$ cat config.mk
export PLATFORM = sky130hd
export DESIGN_NAME = arith_decode_stage_flat
export DESIGN_NICKNAME = d
export VERILOG_FILES = /design/src/rtl/arith_decode_stage_if.sv /design/src/rtl/arith_decode_stage.sv /design/src/flat_wrapper.sv
export SDC_FILE = /design/constraint.sdc
export NUM_CORES = 1
export LEC_CHECK = 0
export BUFFER_PORTS_ARGS = -buffer_cell sky130_fd_sc_hd__buf_4
export CAP_MARGIN = 20
export CELL_PAD_IN_SITES_DETAIL_PLACEMENT = 2
export CELL_PAD_IN_SITES_GLOBAL_PLACEMENT = 2
export CORE_MARGIN = 5
export CORE_UTILIZATION = 30
export CTS_BUF_LIST = sky130_fd_sc_hd__clkbuf_16
export CTS_CLUSTER_DIAMETER = 80
export DETAILED_ROUTE_END_ITERATION = 10
export MAX_ROUTING_LAYER = met4
export PLACE_DENSITY_LB_ADDON = 0.1
export SLEW_MARGIN = 20
export SYNTH_ARGS = -nofsm -noshare
export SYNTH_HDL_FRONTEND = slang
export SYNTH_SLANG_ARGS = --single-unit
$ cat constraint.sdc
create_clock -name clk -period 2.1 [get_ports clk]
set_input_delay 0.42 -clock clk [delete_from_list [all_inputs] [get_ports clk]]
set_output_delay 0.42 -clock clk [all_outputs]
set_load 0.01 [all_outputs]
$ cat src/rtl/arith_decode_stage_if.sv
// Handshake bundle for the arithmetic decode stage.
// The slave view belongs to the stage; the master view belongs to whoever
// feeds instructions in and takes decoded results out.
interface arith_decode_stage_if #(
    parameter int XLEN = 32
);
    // Instruction side
    logic            in_valid;
    logic            in_ready;
    logic [31:0]     in_instr;

    // Decoded result side
    logic            out_valid;
    logic            out_ready;
    logic [4:0]      out_kind;
    logic [4:0]      out_rd;
    logic [4:0]      out_rs1;
    logic [4:0]      out_rs2;
    logic [XLEN-1:0] out_imm;
    logic            out_is_imm;
    logic            out_is_word;
    logic            out_illegal;

    modport slave (
        input  in_valid,
        input  in_instr,
        input  out_ready,
        output in_ready,
        output out_valid,
        output out_kind,
        output out_rd,
        output out_rs1,
        output out_rs2,
        output out_imm,
        output out_is_imm,
        output out_is_word,
        output out_illegal
    );

    modport master (
        output in_valid,
        output in_instr,
        output out_ready,
        input  in_ready,
        input  out_valid,
        input  out_kind,
        input  out_rd,
        input  out_rs1,
        input  out_rs2,
        input  out_imm,
        input  out_is_imm,
        input  out_is_word,
        input  out_illegal
    );
endinterface

$ cat src/rtl/arith_decode_stage.sv
// Registered decode stage for RV integer register/immediate arithmetic.
// Decodes OP / OP-IMM (plus OP-32 / OP-IMM-32 when XLEN=64, and the M
// extension when enabled) and presents the result through an output
// register backed by one skid entry, so back-pressure never loses or
// repeats an instruction.
module arith_decode_stage #(
    parameter int XLEN     = 32,
    parameter bit ENABLE_M = 1'b1
) (
    input logic                 clk,
    input logic                 rst,
    arith_decode_stage_if.slave bus
);
    localparam bit IS_RV64 = (XLEN == 64);

    localparam logic [6:0] OPC_OP        = 7'b0110011;
    localparam logic [6:0] OPC_OP_IMM    = 7'b0010011;
    localparam logic [6:0] OPC_OP_32     = 7'b0111011;
    localparam logic [6:0] OPC_OP_IMM_32 = 7'b0011011;

    localparam logic [4:0] K_ADD  = 5'd0;
    localparam logic [4:0] K_SUB  = 5'd1;
    localparam logic [4:0] K_SLL  = 5'd2;
    localparam logic [4:0] K_SLT  = 5'd3;
    localparam logic [4:0] K_SLTU = 5'd4;
    localparam logic [4:0] K_XOR  = 5'd5;
    localparam logic [4:0] K_SRL  = 5'd6;
    localparam logic [4:0] K_SRA  = 5'd7;
    localparam logic [4:0] K_OR   = 5'd8;
    localparam logic [4:0] K_AND  = 5'd9;
    localparam logic [4:0] K_MUL  = 5'd10;
    localparam logic [4:0] K_NONE = 5'd31;

    typedef struct packed {
        logic [4:0]      kind;
        logic [4:0]      rd;
        logic [4:0]      rs1;
        logic [4:0]      rs2;
        logic [XLEN-1:0] imm;
        logic            is_imm;
        logic            is_word;
        logic            illegal;
    } entry_t;

    // funct3 -> kind for the plain (funct7 = 0) ALU group
    function automatic logic [4:0] base_kind(input logic [2:0] f3);
        logic [4:0] k;
        case (f3)
            3'b000:  k = K_ADD;
            3'b001:  k = K_SLL;
            3'b010:  k = K_SLT;
            3'b011:  k = K_SLTU;
            3'b100:  k = K_XOR;
            3'b101:  k = K_SRL;
            3'b110:  k = K_OR;
            default: k = K_AND;
        endcase
        return k;
    endfunction

    logic [31:0]     w_instr;
    logic [6:0]      w_opcode;
    logic [2:0]      w_f3;
    logic [6:0]      w_f7;
    logic [5:0]      w_shamt_wide;
    logic [5:0]      w_shamt;
    logic [XLEN-1:0] w_imm_sext;
    logic            w_shamt_ok;
    logic            w_legal;
    logic [4:0]      w_kind;
    logic            w_is_imm;
    logic            w_is_word;
    logic            w_shift_imm;
    entry_t          w_dec;

    assign w_instr  = bus.in_instr;
    assign w_opcode = w_instr[6:0];
    assign w_f3     = w_instr[14:12];
    assign w_f7     = w_instr[31:25];

    assign w_imm_sext = {{(XLEN-12){w_instr[31]}}, w_instr[31:20]};

    // Full-width shifts take a 6-bit shamt on RV64; on RV32 bit 25 must be
    // zero and only 5 bits of shift amount exist.
    generate
        if (IS_RV64) begin : g_rv64_shamt
            assign w_shamt_wide = w_instr[25:20];
            assign w_shamt_ok   = 1'b1;
        end else begin : g_rv32_shamt
            assign w_shamt_wide = {1'b0, w_instr[24:20]};
            assign w_shamt_ok   = ~w_instr[25];
        end
    endgenerate

    // Classify the instruction word into operation kind and form flags
    always_comb begin
        w_legal     = 1'b0;
        w_kind      = K_NONE;
        w_is_imm    = 1'b0;
        w_is_word   = 1'b0;
        w_shift_imm = 1'b0;
        case (w_opcode)
            OPC_OP: begin
                if (w_f7 == 7'b0000000) begin
                    w_legal = 1'b1;
                    w_kind  = base_kind(w_f3);
                end else if (w_f7 == 7'b0100000 && (w_f3 == 3'b000 || w_f3 == 3'b101)) begin
                    w_legal = 1'b1;
                    w_kind  = (w_f3 == 3'b000) ? K_SUB : K_SRA;
                end else if (w_f7 == 7'b0000001 && ENABLE_M) begin
                    w_legal = 1'b1;
                    w_kind  = K_MUL + {2'b00, w_f3};
                end
            end
            OPC_OP_IMM: begin
                w_is_imm = 1'b1;
                case (w_f3)
                    3'b001: begin
                        if (w_shamt_ok && w_instr[31:26] == 6'b000000) begin
                            w_legal     = 1'b1;
                            w_kind      = K_SLL;
                            w_shift_imm = 1'b1;
                        end
                    end
                    3'b101: begin
                        if (w_shamt_ok && w_instr[31:26] == 6'b000000) begin
                            w_legal     = 1'b1;
                            w_kind      = K_SRL;
                            w_shift_imm = 1'b1;
                        end else if (w_shamt_ok && w_instr[31:26] == 6'b010000) begin
                            w_legal     = 1'b1;
                            w_kind      = K_SRA;
                            w_shift_imm = 1'b1;
                        end
                    end
                    default: begin
                        w_legal = 1'b1;
                        w_kind  = base_kind(w_f3);
                    end
                endcase
            end
            OPC_OP_32: begin
                if (IS_RV64) begin
                    w_is_word = 1'b1;
                    if (w_f7 == 7'b0000000 &&
                        (w_f3 == 3'b000 || w_f3 == 3'b001 || w_f3 == 3'b101)) begin
                        w_legal = 1'b1;
                        w_kind  = base_kind(w_f3);
                    end else if (w_f7 == 7'b0100000 && (w_f3 == 3'b000 || w_f3 == 3'b101)) begin
                        w_legal = 1'b1;
                        w_kind  = (w_f3 == 3'b000) ? K_SUB : K_SRA;
                    end else if (w_f7 == 7'b0000001 && ENABLE_M &&
                                 (w_f3 == 3'b000 || w_f3[2])) begin
                        // mulw plus the four divide/remainder word forms
                        w_legal = 1'b1;
                        w_kind  = K_MUL + {2'b00, w_f3};
                    end
                end
            end
            OPC_OP_IMM_32: begin
                if (IS_RV64) begin
                    w_is_imm  = 1'b1;
                    w_is_word = 1'b1;
                    case (w_f3)
                        3'b000: begin
                            w_legal = 1'b1;
                            w_kind  = K_ADD;
                        end
                        3'b001: begin
                            if (w_f7 == 7'b0000000) begin
                                w_legal     = 1'b1;
                                w_kind      = K_SLL;
                                w_shift_imm = 1'b1;
                            end
                        end
                        3'b101: begin
                            if (w_f7 == 7'b0000000) begin
                                w_legal     = 1'b1;
                                w_kind      = K_SRL;
                                w_shift_imm = 1'b1;
                            end else if (w_f7 == 7'b0100000) begin
                                w_legal     = 1'b1;
                                w_kind      = K_SRA;
                                w_shift_imm = 1'b1;
                            end
                        end
                        default: ;
                    endcase
                end
            end
            default: ;
        endcase
    end

    // Assemble the decoded entry; word shifts only ever use 5 shamt bits
    always_comb begin
        w_shamt       = w_is_word ? {1'b0, w_instr[24:20]} : w_shamt_wide;
        w_dec.kind    = w_legal ? w_kind : K_NONE;
        w_dec.rd      = w_instr[11:7];
        w_dec.rs1     = w_instr[19:15];
        w_dec.rs2     = w_is_imm ? 5'd0 : w_instr[24:20];
        w_dec.imm     = w_shift_imm ? {{(XLEN-6){1'b0}}, w_shamt} : w_imm_sext;
        w_dec.is_imm  = w_is_imm;
        w_dec.is_word = w_is_word;
        w_dec.illegal = ~w_legal;
    end

    // ---------------------------------------------------------------
    // Output register (OR) + skid entry (SK)
    // ---------------------------------------------------------------
    entry_t r_or;
    entry_t r_sk;
    logic   r_or_valid;
    logic   r_sk_valid;
    logic   r_in_ready;

    entry_t w_or_next;
    entry_t w_sk_next;
    logic   w_or_valid_next;
    logic   w_sk_valid_next;
    logic   w_accept;
    logic   w_drain;

    assign w_accept = bus.in_valid & r_in_ready;
    assign w_drain  = r_or_valid & bus.out_ready;

    // Route accepted entries: OR when it frees up this cycle, SK otherwise;
    // a held SK entry always has priority for the freed OR slot.
    always_comb begin
        w_or_next       = r_or;
        w_sk_next       = r_sk;
        w_or_valid_next = r_or_valid;
        w_sk_valid_next = r_sk_valid;
        if (!r_or_valid || w_drain) begin
            if (r_sk_valid) begin
                w_or_next       = r_sk;
                w_or_valid_next = 1'b1;
                w_sk_valid_next = 1'b0;
            end else if (w_accept) begin
                w_or_next       = w_dec;
                w_or_valid_next = 1'b1;
            end else begin
                w_or_valid_next = 1'b0;
            end
        end else if (w_accept) begin
            w_sk_next       = w_dec;
            w_sk_valid_next = 1'b1;
        end
    end

    // Register the storage; reset empties both slots and holds off input
    always_ff @(posedge clk) begin
        if (rst) begin
            r_or       <= '{kind: K_NONE, default: '0};
            r_sk       <= '{kind: K_NONE, default: '0};
            r_or_valid <= 1'b0;
            r_sk_valid <= 1'b0;
            r_in_ready <= 1'b0;
        end else begin
            r_or       <= w_or_next;
            r_sk       <= w_sk_next;
            r_or_valid <= w_or_valid_next;
            r_sk_valid <= w_sk_valid_next;
            r_in_ready <= ~w_sk_valid_next;
        end
    end

    assign bus.in_ready    = r_in_ready;
    assign bus.out_valid   = r_or_valid;
    assign bus.out_kind    = r_or.kind;
    assign bus.out_rd      = r_or.rd;
    assign bus.out_rs1     = r_or.rs1;
    assign bus.out_rs2     = r_or.rs2;
    assign bus.out_imm     = r_or.imm;
    assign bus.out_is_imm  = r_or.is_imm;
    assign bus.out_is_word = r_or.is_word;
    assign bus.out_illegal = r_or.illegal;
endmodule
$ cat src/flat_wrapper.sv
// flat-port wrapper written by rule: the top's interface ports become plain ports
module arith_decode_stage_flat 
#(
    parameter int XLEN     = 32,
    parameter bit ENABLE_M = 1'b1
)
  (clk, rst, bus_in_valid, bus_in_instr, bus_out_ready, bus_in_ready, bus_out_valid, bus_out_kind, bus_out_rd, bus_out_rs1, bus_out_rs2, bus_out_imm, bus_out_is_imm, bus_out_is_word, bus_out_illegal);
  arith_decode_stage_if #(.XLEN(XLEN)) bus_i ();
  input logic clk;
  input logic rst;
  input wire logic [$bits(bus_i.in_valid)-1:0] bus_in_valid;
  input wire logic [$bits(bus_i.in_instr)-1:0] bus_in_instr;
  input wire logic [$bits(bus_i.out_ready)-1:0] bus_out_ready;
  output wire logic [$bits(bus_i.in_ready)-1:0] bus_in_ready;
  output wire logic [$bits(bus_i.out_valid)-1:0] bus_out_valid;
  output wire logic [$bits(bus_i.out_kind)-1:0] bus_out_kind;
  output wire logic [$bits(bus_i.out_rd)-1:0] bus_out_rd;
  output wire logic [$bits(bus_i.out_rs1)-1:0] bus_out_rs1;
  output wire logic [$bits(bus_i.out_rs2)-1:0] bus_out_rs2;
  output wire logic [$bits(bus_i.out_imm)-1:0] bus_out_imm;
  output wire logic [$bits(bus_i.out_is_imm)-1:0] bus_out_is_imm;
  output wire logic [$bits(bus_i.out_is_word)-1:0] bus_out_is_word;
  output wire logic [$bits(bus_i.out_illegal)-1:0] bus_out_illegal;
  assign bus_i.in_valid = bus_in_valid;
  assign bus_i.in_instr = bus_in_instr;
  assign bus_i.out_ready = bus_out_ready;
  assign bus_in_ready = bus_i.in_ready;
  assign bus_out_valid = bus_i.out_valid;
  assign bus_out_kind = bus_i.out_kind;
  assign bus_out_rd = bus_i.out_rd;
  assign bus_out_rs1 = bus_i.out_rs1;
  assign bus_out_rs2 = bus_i.out_rs2;
  assign bus_out_imm = bus_i.out_imm;
  assign bus_out_is_imm = bus_i.out_is_imm;
  assign bus_out_is_word = bus_i.out_is_word;
  assign bus_out_illegal = bus_i.out_illegal;
  arith_decode_stage #(.XLEN(XLEN), .ENABLE_M(ENABLE_M)) u_core (.clk(clk), .rst(rst), .bus(bus_i));
endmodule
==> reports/results.ini <==
[status]
outcome = finished, final reports clean

[global_route]
antenna_found_initial = 0
grt_start_max_net_pins = 55
grtUsageTotal = 0.169
grt_pass1_vias = 3380
grt_pass1_wl_mm = 17.2
grt_overflow = 0

[cts]
clock-sinks = 71
ctsRootBufferMaster = clkbuf_16
cts_max_level = 3
postCtsSetupBuffers = 0
clkTransAtPathRegs_ns = 0.06
tritoncts = done
postCtsHoldBufs = 0
clk_latency_ns = 0.33
numCtsBuffers = 9
cts_resized = 0
cts_buffer_depth = 2

[synth]
synth_fp_nets = 441
synthXorXnorAreaFrac = 0.00262
muxShareOfSynthArea = 0.0660
avgSynthCellArea_um2 = 8.26
synth-seq-cells = 71
seq_area_frac_synth = 0.426
synth_compound_area_frac = 0.198
synth-simple-area-share = 0.204
synth.cell_area_mm2 = 0.00334
synthCells = 404
synth-adder-area-share = 0.00675
synth_top_family_by_area = simple AND/OR/NAND/NOR gates
yosys_warnings = 0
yosysUniqueCellTypes = 43

[floorplan]
die-area_mm2 = 0.0133
start_util = 0.307
core_area_mm2 = 0.0109
ios = 93
rows = 38
die_x_um = 115
dieHeight_um = 115

[power_and_ir_drop]
power_density_mw_per_mm2 = 765
p_leak_nw = 1.64
ir_worst_vdd_mv = 0.331
p_total_w = 0.00327

[placed_design]
io_buffers = 91
dpl_cell_area_mm2 = 0.00402
gp_congestion = 0.802
place_ws_ns = -0.0395
dpl.hpwl_mm = 7.28

[worst_setup_path]
critPathMaxStageDelay_ns = 0.39
path_common_cell = nand2_1
critPathLaunch = bus_in_instr[26]
worstSetupEndpointType = register
worstPathRequired_ns = 2.32
slowest_stage = nor4_4
r2r_start = u_core.bus.out_valid
arrival_ns = 2.02
worstPathMaxFanout = 5
rrSetupSlack_ns = 0.47
worst-setup-path-type = in -> reg
start_kind = input pin
path_cells = buf_4 -> nor4_4 -> a311oi_1 -> o22ai_1 -> nand2_1 -> o221ai_1 -> nand2_1

[sta]
final_hold_viol_count = 0
finalCritPeriodShare = 0.858
fin_crit_ns = 1.80
fin_skew_ns = 0.00473
rsz0062_at_grt = no
worst_slew_pin_slew_ns = 0.499
relSlewSlack = 0.667
fmax_ghz = 0.555
finalSetupViolCount = 0
setup_slack_ns = 0.298
tns_ns = 0
drv_slew = 0

[detailed_routing]
dr.first_iter.drc_count = 104
wl_mm = 10.5
drt_pre_antenna_iters = 4
wire_per_inst_um = 17.3
drc = 0
vias = 3103
via_per_inst = 5.09
drtAntennaViolNets = 0

[worst_hold_path]
holdCritPathClass = in -> reg
min-delay-start = bus_in_instr[16]

[layout]
antenna_cells = 0
drive_gt1_frac = 0.260
multi_input_area_mm2 = 0.00160
final_nets = 502
final_design_area_no_fill_mm2 = 0.00427
area_delta_synth_final_pct = 28.0
seq_area_mm2 = 0.00142
final_cell_mix = 104 x buf_4, 70 x dfxtp_1, 64 x nand2_1, 41 x nor2_1, 39 x a21oi_1
layout_commonest_cell = buf_4
nFillCells = 1232
final_core_util = 0.392

[run]
drv_cap = 0

logic make-up after synthesis:
logic type,count (synthesis)
AND/OR/NAND/NOR,151
flip-flops,71
other,1
AO/OA/AOI/OAI,97
multiplexers,22
XOR/XNOR,1
buffers and inverters,59
adder cells (fa/ha/maj),2
state kept, by name (all words and copies together), names as in the netlist:
name	flops
u_core.bus.out_is_imm	1
u_core.bus.out_imm	12
u_core.r_sk_valid	1
u_core.bus.out_kind	5
u_core.bus.out_valid	1
u_core.bus.in_ready	1
u_core.bus.out_rs1	5
u_core.bus.out_rs2	5
u_core.bus.out_rd	5
u_core.bus.out_illegal	1
u_core.r_sk	34
metal layers:
layer | wire length [µm] | up-vias | GRT usage
met5 | 0 | - | -
met4 | 104 | 0 | 0.0376
met3 | 595 | 8 | 0.0433
met2 | 5010 | 76 | 0.284
met1 | 4830 | 1511 | 0.204
li1 | - | 1508 | -
cell usage after synthesis, drive strengths merged:
cell type,n,area [µm²]
a31oi,1,6.26
nor2b,6,37.5
o22ai,5,31.3
and2,2,12.5
nand3b,1,7.51
a211oi,23,178
o21ai,5,25.0
a2bb2oi,1,8.76
buf,29,210
nor4,2,27.5
nand3,14,70.1
nand2b,8,50.1
a311oi,7,61.3
o31ai,1,7.51
inv,4,15.0
o31a,2,17.5
mux2i,22,220
dfxtp,71,1420
o32ai,3,26.3
o21bai,1,7.51
nor2,42,158
nand2,64,240
nand4b,1,8.76
a211o,1,8.76
and3b,1,8.76
xor2,1,8.76
maj3,1,10.0
o211ai,2,15.0
or4,1,11.3
clkbuf,26,97.6
o221ai,4,35.0
and3,2,12.5
a21oi,39,195
nor3,7,35.0
ha,1,12.5
o41ai,1,27.5
conb,1,3.75
a221oi,1,8.76
worst max-delay path: cells and delay by family:
kind	cells	cell delay (ns)
buffers and inverters	1	0.13
AO/OA/AOI/OAI	3	0.82
AND/OR/NAND/NOR	3	0.65
cell type report:
cell class	count	share of cell area
multi-input cells	274	0.375
flip-flops and latches	71	0.333
repair buffers	105	0.187
clock buffers	9	0.0527
well taps	140	0.0410
clock inverters	7	0.00732
inverters	4	0.00351
per-stage QoR:
step / hold WS, ns / cells
2_1_floorplan: 0.436 / 404
3_3_place_gp: 0.441 / 594
3_5_place_dp: 0.453 / 594
4_1_cts: 0.335 / 610
5_1_grt: 0.344 / 610
6_report: 0.342 / 610
path summary, 6_finish.rpt:
check	depth (start not counted)	to
worst max-delay path	7	u_core.bus.out_kind[3]
worst min-delay path	3	u_core.r_sk[41]
worst max register to register	6	u_core.r_sk[52]
worst min register to register	2	u_core.r_sk[41]
where the power goes:
group          switching (W)  internal, W  leakage (nW)
combinational       0.000256     0.000224         0.931
sequential         0.0000305      0.00140         0.580
clock               0.000578     0.000776         0.127
total               0.000864      0.00240          1.64
Note: power is estimated with default switching activity, not from simulation.
